**src/rtl/rob_commit_unit_pkg.sv**
```systemverilog
// Shared constants and types for the reorder buffer: index width, depth,
// instruction class encodings and the per-entry bookkeeping record.
package rob_commit_unit_pkg;

    localparam int ROB_BIT  = 3;
    localparam int ROB_SIZE = 2 ** ROB_BIT;

    typedef enum logic [1:0] {
        ROB_TYPE_REG    = 2'd0,
        ROB_TYPE_BRANCH = 2'd1,
        ROB_TYPE_STORE  = 2'd2
    } rob_type_e;

    // Ready bits and values live in packed vectors so the lookup ports can see them.
    typedef struct packed {
        rob_type_e   rob_type;
        logic [4:0]  rd;
        logic        pred_jump;
        logic        jump;
        logic [31:0] target;
    } rob_entry_t;

endpackage

```
**src/rtl/rob_commit_unit_lookup_port.sv**
```systemverilog
// One dependency lookup port: entry ready/value with a same-cycle bypass of
// the CDB broadcast.
module rob_lookup_port
    import rob_commit_unit_pkg::*;
(
    input  logic [ROB_BIT-1:0]         get_rob_entry,
    input  logic [ROB_SIZE-1:0]        ready_vec,
    input  logic [ROB_SIZE-1:0][31:0]  value_vec,
    input  logic                       wb_valid,
    input  logic [ROB_BIT-1:0]         wb_rob_entry,
    input  logic [31:0]                wb_value,
    output logic                       ready,
    output logic [31:0]                value
);

    logic hit_s;

    assign hit_s = wb_valid && (wb_rob_entry == get_rob_entry);

    // Broadcast result wins over stored value so consumers see it in the producing cycle.
    always_comb begin
        ready = ready_vec[get_rob_entry] | hit_s;
        if (hit_s) begin
            value = wb_value;
        end else begin
            value = value_vec[get_rob_entry];
        end
    end

endmodule

```
**src/rtl/rob_commit_unit.sv**
```systemverilog
// Reorder buffer: in-order allocation at the tail, CDB result capture, in-order
// retirement from the head, and a full flush on a mispredicted branch.
module rob_commit_unit
    import rob_commit_unit_pkg::*;
(
    input  logic               clk_in,
    input  logic               rst_in,
    input  logic               rdy_in,
    input  logic               issue_valid,
    input  logic [1:0]         issue_type,
    input  logic [4:0]         issue_rd,
    input  logic               issue_pred_jump,
    output logic [ROB_BIT-1:0] issue_rob_entry,
    output logic               rob_full,
    input  logic               wb_valid,
    input  logic [ROB_BIT-1:0] wb_rob_entry,
    input  logic [31:0]        wb_value,
    input  logic               wb_jump,
    input  logic [31:0]        wb_target,
    input  logic [ROB_BIT-1:0] get_rob_entry1,
    output logic               ready1,
    output logic [31:0]        value1,
    input  logic [ROB_BIT-1:0] get_rob_entry2,
    output logic               ready2,
    output logic [31:0]        value2,
    output logic               rob_commit,
    output logic [4:0]         commit_reg_id,
    output logic [31:0]        commit_reg_data,
    output logic [ROB_BIT-1:0] commit_rob_entry,
    output logic               store_commit,
    output logic               rob_clear_up,
    output logic [31:0]        clear_pc
);

    localparam logic [ROB_BIT:0]   COUNT_FULL = (ROB_BIT + 1)'(ROB_SIZE);
    localparam logic [ROB_BIT:0]   COUNT_ONE  = (ROB_BIT + 1)'(1'b1);
    localparam logic [ROB_BIT-1:0] IDX_ONE    = ROB_BIT'(1'b1);

    logic [ROB_BIT-1:0]        head_r;
    logic [ROB_BIT-1:0]        tail_r;
    logic [ROB_BIT:0]          count_r;
    logic [ROB_BIT:0]          count_next_s;
    logic [ROB_SIZE-1:0]       busy_r;
    logic [ROB_SIZE-1:0]       ready_r;
    logic [ROB_SIZE-1:0][31:0] value_r;
    rob_entry_t                entry_r [ROB_SIZE];

    logic                      rob_commit_r;
    logic [4:0]                commit_reg_id_r;
    logic [31:0]               commit_reg_data_r;
    logic [ROB_BIT-1:0]        commit_rob_entry_r;
    logic                      store_commit_r;
    logic                      rob_clear_up_r;
    logic [31:0]               clear_pc_r;

    rob_entry_t                head_entry_s;
    logic                      head_ready_s;
    logic                      commit_s;
    logic                      mispredict_s;
    logic                      issue_s;
    logic                      wb_s;

    assign issue_rob_entry  = tail_r;
    assign rob_full         = (count_r == COUNT_FULL);
    assign rob_commit       = rob_commit_r;
    assign commit_reg_id    = commit_reg_id_r;
    assign commit_reg_data  = commit_reg_data_r;
    assign commit_rob_entry = commit_rob_entry_r;
    assign store_commit     = store_commit_r;
    assign rob_clear_up     = rob_clear_up_r;
    assign clear_pc         = clear_pc_r;

    // Per-cycle retire, flush, allocate and capture decisions.
    always_comb begin
        head_entry_s = entry_r[head_r];
        head_ready_s = (count_r != {(ROB_BIT + 1){1'b0}}) && ready_r[head_r];
        commit_s     = 1'b0;
        mispredict_s = 1'b0;
        if (head_ready_s) begin
            if ((head_entry_s.rob_type == ROB_TYPE_BRANCH) &&
                (head_entry_s.jump != head_entry_s.pred_jump)) begin
                mispredict_s = 1'b1;
            end else begin
                commit_s = 1'b1;
            end
        end else begin
            commit_s = 1'b0;
        end
        // The cycle showing rob_clear_up belongs to the squashed path.
        issue_s = issue_valid && !rob_full && !rob_clear_up_r;
        wb_s    = wb_valid && busy_r[wb_rob_entry] && !rob_clear_up_r &&
                  !(head_ready_s && (wb_rob_entry == head_r));
        if (issue_s && !commit_s) begin
            count_next_s = count_r + COUNT_ONE;
        end else if (!issue_s && commit_s) begin
            count_next_s = count_r - COUNT_ONE;
        end else begin
            count_next_s = count_r;
        end
    end

    // Entry storage, pointers and registered retirement outputs.
    always_ff @(posedge clk_in) begin
        if (rst_in) begin
            head_r             <= {ROB_BIT{1'b0}};
            tail_r             <= {ROB_BIT{1'b0}};
            count_r            <= {(ROB_BIT + 1){1'b0}};
            busy_r             <= {ROB_SIZE{1'b0}};
            ready_r            <= {ROB_SIZE{1'b0}};
            value_r            <= {(ROB_SIZE * 32){1'b0}};
            for (int i = 0; i < ROB_SIZE; i++) begin
                entry_r[i] <= {$bits(rob_entry_t){1'b0}};
            end
            rob_commit_r       <= 1'b0;
            commit_reg_id_r    <= 5'd0;
            commit_reg_data_r  <= 32'd0;
            commit_rob_entry_r <= {ROB_BIT{1'b0}};
            store_commit_r     <= 1'b0;
            rob_clear_up_r     <= 1'b0;
            clear_pc_r         <= 32'd0;
        end else if (rdy_in) begin
            rob_commit_r   <= commit_s | mispredict_s;
            store_commit_r <= commit_s && (head_entry_s.rob_type == ROB_TYPE_STORE);
            rob_clear_up_r <= mispredict_s;
            if (commit_s || mispredict_s) begin
                commit_rob_entry_r <= head_r;
                commit_reg_data_r  <= value_r[head_r];
                commit_reg_id_r    <= (commit_s && (head_entry_s.rob_type == ROB_TYPE_REG)) ?
                                      head_entry_s.rd : 5'd0;
            end
            if (mispredict_s) begin
                clear_pc_r <= head_entry_s.target;
                head_r     <= {ROB_BIT{1'b0}};
                tail_r     <= {ROB_BIT{1'b0}};
                count_r    <= {(ROB_BIT + 1){1'b0}};
                busy_r     <= {ROB_SIZE{1'b0}};
                ready_r    <= {ROB_SIZE{1'b0}};
            end else begin
                if (commit_s) begin
                    busy_r[head_r]  <= 1'b0;
                    ready_r[head_r] <= 1'b0;
                    head_r          <= head_r + IDX_ONE;
                end
                if (issue_s) begin
                    busy_r[tail_r]  <= 1'b1;
                    ready_r[tail_r] <= 1'b0;
                    entry_r[tail_r] <= '{rob_type:  rob_type_e'(issue_type),
                                         rd:        issue_rd,
                                         pred_jump: issue_pred_jump,
                                         jump:      1'b0,
                                         target:    32'd0};
                    tail_r          <= tail_r + IDX_ONE;
                end
                if (wb_s) begin
                    ready_r[wb_rob_entry]        <= 1'b1;
                    value_r[wb_rob_entry]        <= wb_value;
                    entry_r[wb_rob_entry].jump   <= wb_jump;
                    entry_r[wb_rob_entry].target <= wb_target;
                end
                count_r <= count_next_s;
            end
        end
    end

    rob_lookup_port u_lookup1 (
        .get_rob_entry (get_rob_entry1),
        .ready_vec     (ready_r),
        .value_vec     (value_r),
        .wb_valid      (wb_valid),
        .wb_rob_entry  (wb_rob_entry),
        .wb_value      (wb_value),
        .ready         (ready1),
        .value         (value1)
    );

    rob_lookup_port u_lookup2 (
        .get_rob_entry (get_rob_entry2),
        .ready_vec     (ready_r),
        .value_vec     (value_r),
        .wb_valid      (wb_valid),
        .wb_rob_entry  (wb_rob_entry),
        .wb_value      (wb_value),
        .ready         (ready2),
        .value         (value2)
    );

endmodule

```
**config.mk**
```make
export PLATFORM = sky130hd
export DESIGN_NAME = rob_commit_unit
export DESIGN_NICKNAME = d
export VERILOG_FILES = /design/src/rtl/rob_commit_unit_pkg.sv /design/src/rtl/rob_commit_unit_lookup_port.sv /design/src/rtl/rob_commit_unit.sv
export SDC_FILE = /design/constraint.sdc
export NUM_CORES = 1
export LEC_CHECK = 0
export ABC_AREA = 1
export BUFFER_PORTS_ARGS = -buffer_cell sky130_fd_sc_hd__buf_2
export CAP_MARGIN = 20
export CORE_MARGIN = 2
export CORE_UTILIZATION = 50
export CTS_CLUSTER_DIAMETER = 150
export DETAILED_ROUTE_END_ITERATION = 8
export HOLD_SLACK_MARGIN = 0.1
export PLACE_DENSITY_LB_ADDON = 0.05
export SLEW_MARGIN = 20
export SYNTH_ARGS = -nofsm -noshare
export SYNTH_HDL_FRONTEND = slang
export SYNTH_SLANG_ARGS = --single-unit
```
**constraint.sdc**
```tcl
create_clock -name clk_in -period 6.1 [get_ports clk_in]
set_input_delay 0.915 -clock clk_in [delete_from_list [all_inputs] [get_ports clk_in]]
set_output_delay 0.915 -clock clk_in [all_outputs]
set_load 0.02 [all_outputs]
```
==> flow_summary.ini, run 1 <==
[yosys]
ys_types = 47
synth_nets = 4650
synth.avg_cell_area_sq_um = 7.58
synth_area_leader_cell = edfxtp_1
synth_area_leaders = edfxtp_1 29%, dfxtp_1 21%, nand2_1 8.7%
synth_top_area_frac = 0.285
ys_warn_count = 0
ys_ff_latch = 688
yosysSeqAreaShare = 0.494
netlist_area_sq_um = 34500
syn-instance-count = 4558

[global_routing]
grt_pass1_wl_um = 183000
grt_max_degree = 119
first_global_vias = 30000
antenna_found_initial = 6
grt_overflow = 0
grt_usage = 0.334

[setup_path]
path_max_fanout = 92
arrival_ns = 3.70
required_ns = 5.18
endpoint_kind = primary output
startpoint_type = input pin
path_class = input pin to primary output

[pwr]
leakagePower_nw = 15.6
p_per_area_nw_per_um2 = 270
irDropWorstVdd_uv = 216

[cts]
cts_tree = built
clockRootBuffer = clkbuf_16
path_clk_slew_ns = 0.06
cts_max_level = 3
post_cts_resized = 0
cts_sinks = 688
cts_buffers = 76
hold_buffers = 0
postCtsSetupBuffers = 0
clock_latency_ns = 0.64
cts_max_path_buffers = 3

[finish]
syn_to_final_growth_pct = 11.3
multiInputGateArea_sq_um = 14700
register_area_sq_um = 17100
layout_commonest_cell = nand2_1
utilization = 0.562
fill_cells = 6403
nets = 4642
final_cell_mix = 799 x nand2_1, 615 x nor2_1, 576 x a21oi_1
drive_above_1_share = 0.104

[timing]
maxSlewViolCount = 0
final.period_utilization = 0.757
max_freq_ghz = 0.217
period_minus_slack_ns = 4.62
setup_viol = 0
hold_violations = 0
worst_pin_slew_ns = 1.10
rsz0062_at_grt = no
clock_skew_ns = 0.0259
setup_tns_ns = 0
max_slew_margin = 0.261

[routing]
drtIter0Drc = 3634
route.detailed.drc = 0
wirelength_um = 121000
antenna_left = 0
post_drt_wl_per_cell_um = 21.9
vias = 32400
vias_per_cell = 5.90
dr.pass1.iters = 5

[floorplan]
die-height_um = 267
core_area_sq_um = 68500
die-area_sq_um = 71200
initial_core_util = 0.504
num_rows = 96
io_pins = 232
die_x_um = 267

[job]
cap_violations = 0

[place]
portBuffers = 231
routabilityCongestion = 0.860
dp_hpwl_um = 67800

[worst_hold_path]
hp-class = register to register

[outcome]
status = complete, no violations
==> final cells by class <==
class	count	area share
Antenna cell	2	0.000130
Multi-Input combinational cell	3131	0.383
Tap cell	882	0.0287
Timing Repair Buffer	302	0.0455
Inverter	351	0.0347
Clock buffer	102	0.0549
Sequential cell	688	0.444
Clock inverter	34	0.00976
==> registers in the layout, indices dropped and copies added, names as in the netlist, named ones only <==
signal            flops
clear_pc             32
rob_commit            1
issue_rob_entry       3
entry_r             328
value_r             256
ready_r               8
commit_reg_data      32
commit_rob_entry      3
commit_reg_id         5
rob_clear_up          1
store_commit          1
busy_r                8
count_r               4
head_r                3
==> routing by layer <==
layer	part of all wire	global-route usage	routed length (um)
met5	0.00028	0	34
met4	0.042	0.138	5040
met1	0.41	0.444	49500
met2	0.46	0.543	55700
met3	0.085	0.0559	10300
==> report_power, final <==
| group | switching [mW] | internal (mW) | total (mW) | leakage (nW) |
|---|---|---|---|---|
| Clock | 1.98 | 2.66 | 4.64 | 1.22 |
| Sequential | 0.0284 | 4.92 | 4.94 | 6.29 |
| Combinational | 0.591 | 0.198 | 0.789 | 8.12 |
==> critical path, cell delays in order <==
cell and delay, ns:
buf_4 0.26, inv_4 0.41, buf_4 0.78, a21oi_1 0.15, o21ai_0 0.12, a21oi_1 0.10, o21ai_0 0.50, o21ai_0 0.17
buf_2 0.19
==> cells by family (layout without fill, tap and decap cells) <==
| kind of cell | after synthesis | after routing | share of synthesized area |
|---|---|---|---|
| adder cells (fa/ha/maj) | 5 | 5 | 0.00203 |
| buffers and inverters | 739 | 789 | 0.0853 |
| AND/OR/NAND/NOR | 1800 | 1800 | 0.215 |
| XOR/XNOR | 6 | 6 | 0.00152 |
| AO/OA/AOI/OAI | 1320 | 1320 | 0.202 |
| flip-flops | 688 | 688 | 0.494 |
| other | 0 | 2 | 0 |
==> through the flow <==
stage	cells	area [sq um]	hold WS [ns]	setup WS (ns)	total power, mW
3_3_place_gp	5351	35900	0.465	1.54	5.81
2_1_floorplan	4558	34500	0.444	2.56	5.53
5_1_grt	5490	38400	0.495	1.25	10.7
3_5_place_dp	5354	36000	0.462	1.57	5.82
6_report	5492	38400	0.468	1.48	10.4
4_1_cts	5490	38400	0.471	1.55	10.4
==> cell usage after synthesis, drive strengths merged <==
cell / n
o22ai: 60
clkbuf: 235
a2111oi: 2
a32o: 8
nand4: 47
nor2: 622
dfxtp: 360
clkinv: 7
a41oi: 7
o221ai: 7
o211ai: 4
o31ai: 2
o2111ai: 8
nand3: 289
a221oi: 12
ha: 4
a21oi: 577
fa: 1
nand3b: 1
a211oi: 1
a22oi: 15
o21ai: 571
nor3: 17
edfxtp: 328
xnor2: 4
a31oi: 42
inv: 344
nor4: 12
o41ai: 2
o21bai: 1
a32oi: 1
nand2: 812
xor2: 2
buf: 153
==> final timing paths <==
check / startpoint / to / slack [ns] / cells past startpoint
hold reg to reg: commit_reg_data[24] / commit_reg_data[24] / 0.47 / 2
setup / recovery: get_rob_entry1[0] / value1[2] / 1.48 / 9
setup reg to reg: register / entry_r[0][8] / 1.59 / 14
hold / removal: commit_reg_data[24] / commit_reg_data[24] / 0.47 / 2
No activity file was read; power rests on OpenSTA's default activity.
==> run 2: changes to the inputs <==
ABC_AREA = 0   (was 1)
clock period = 3.82 ns   (was 6.1 ns; I/O delays follow)
==> flow_summary.ini, run 2 <==
[cts]
hold_buffers = 0
cts_sinks = 688
postCtsSetupBuffers = 0
path_clk_slew_ns = 0.06
cts_buffers = 76
clock_latency_ns = 0.63
cts_tree = built
clockRootBuffer = clkbuf_16
cts_max_path_buffers = 3
post_cts_resized = 0
cts_max_level = 3

[yosys]
synth-edff-count = 328
synth.most_common_cell = nor2_1
synth_top_area_frac = 0.288
synthTopCellsByCount = 379 x nor2_1, 360 x dfxtp_1, 354 x a21oi_1
yosysSeqAreaShare = 0.499
ys_warn_count = 0
synth_nets = 3257
ys.flop_type = dfxtp_1
netlist_area_sq_um = 34200
synth_area_leaders = edfxtp_1 29%, dfxtp_1 21%, mux4_2 14%
syn-instance-count = 3165
ys_types = 63
ys_async_sr_fraction = 0
synth.avg_cell_area_sq_um = 10.8
ys_ff_latch = 688
synth_area_leader_cell = edfxtp_1

[floorplan]
initial_core_util = 0.507
core_area_sq_um = 67400
die-height_um = 265
die-area_sq_um = 70500
io_pins = 232
num_rows = 95
die_x_um = 265

[routing]
drtIter0Drc = 3462
wirelength_um = 113000
antenna_left = 0
route.detailed.drc = 0
post_drt_wl_per_cell_um = 27.1
vias_per_cell = 6.69
vias = 27800
dr.pass1.iters = 8

[pwr]
p_per_area_nw_per_um2 = 432
irDropWorstVdd_uv = 495
leakagePower_nw = 13.4

[global_routing]
first_global_vias = 27600
antenna_found_initial = 3
grt_usage = 0.315
grt_pass1_wl_um = 169000
grt_overflow = 0
grt_max_degree = 210

[timing]
setup_viol = 0
period_minus_slack_ns = 3.49
fin_ws_ns = 0.325
hold_violations = 0
worst_pin_slew_ns = 1.18
final.period_utilization = 0.915
clock_skew_ns = 0.0199
max_freq_ghz = 0.286
maxSlewViolCount = 0
rsz0062_at_grt = no
max_slew_margin = 0.216
setup_tns_ns = 0

[setup_path]
startpoint_type = register
arrival_ns = 4.03
path_class = register to register
endpoint_kind = register
path_max_fanout = 160
required_ns = 4.35

[finish]
largest_register_ffs = 328
drive_above_1_share = 0.213
top_regs = entry_r x328, value_r x256
fill_cells = 5696
final_cell_mix = 378 x nor2_1, 357 x dfxtp_1, 354 x a21oi_1
multiInputGateArea_sq_um = 15700
register_area_sq_um = 17100
nets = 3309
syn_to_final_growth_pct = 13.1
top_register = entry_r
layout_commonest_cell = nor2_1

[worst_hold_path]
hp-class = input pin to register

[place]
dp_hpwl_um = 63100
dp_slack_ns = 0.405
portBuffers = 231
routabilityCongestion = 0.866

[outcome]
status = complete, no violations

[job]
cap_violations = 0
run 2: per-layer routing:
layer  track usage  vias to the layer above  share of wire  routed length [um]
met5             0                        -        0.00025                  28
met4         0.135                        4          0.040                4520
met3        0.0597                      313          0.088                9860
met2         0.519                     1473           0.48               54500
met1         0.408                    13900           0.39               43700
li1              -                    12100              -                   -
run 2: critical path: stages, from the launching register on:
cell and delay, ns:
dfxtp_2 0.66, mux4_2 0.40, mux2i_2 0.30, xnor2_1 0.24
nor3_4 0.28, buf_4 0.45, buf_12 0.49, o21ai_0 0.19
a21oi_1 0.20
run 2: layout make-up:
cell class	instances	area share
well taps	873	0.0283
clock buffers	112	0.0571
repair buffers	328	0.0542
diodes	1	0.0000647
multi-input cells	2106	0.407
clock inverters	27	0.0100
inverters	17	0.00165
flip-flops and latches	688	0.441
run 2: path summary, 6_finish.rpt:
kind                 from       endpoint  slack, ns  cells after the start
min reg2reg  store_commit   store_commit       0.47                      2
max reg2reg      register   value_r[205]       0.33                      8
min          wb_target[8]  entry_r[2][8]       0.23                      2
max              register   value_r[205]       0.33                      8
run 2: cell families (layout without fill, tap and decap cells):
kind of cell    count (synthesis)  in the layout  synth area share
fa+ha+maj                       5              5           0.00205
mux                           328            328             0.175
compound gates                879            879             0.157
other cells                     0              1                 0
simple gates                  882            882             0.120
xor+xnor                       12             12           0.00329
buf+inv                       371            484            0.0438
flops                         688            688             0.499
run 2: power breakdown:
part / switching (mW) / internal, mW / total (mW)
sequential: 0.0689 / 7.89 / 7.95
combinational: 0.739 / 0.352 / 1.09
clock: 3.12 / 4.53 / 7.64
total: 3.92 / 12.8 / 16.7
run 2: metrics by stage:
step           cell area, sq um  hold WS, ns  power, mW   util  cells
2_1_floorplan             34200        0.453       8.77      -   3165
3_3_place_gp              36100        0.453       9.17  0.535   4012
3_5_place_dp              36100        0.453       9.20  0.535   4012
4_1_cts                   38700        0.204       16.8  0.574   4151
5_1_grt                   38700        0.226       17.2  0.574   4152
6_report                  38700        0.235       16.7  0.574   4152
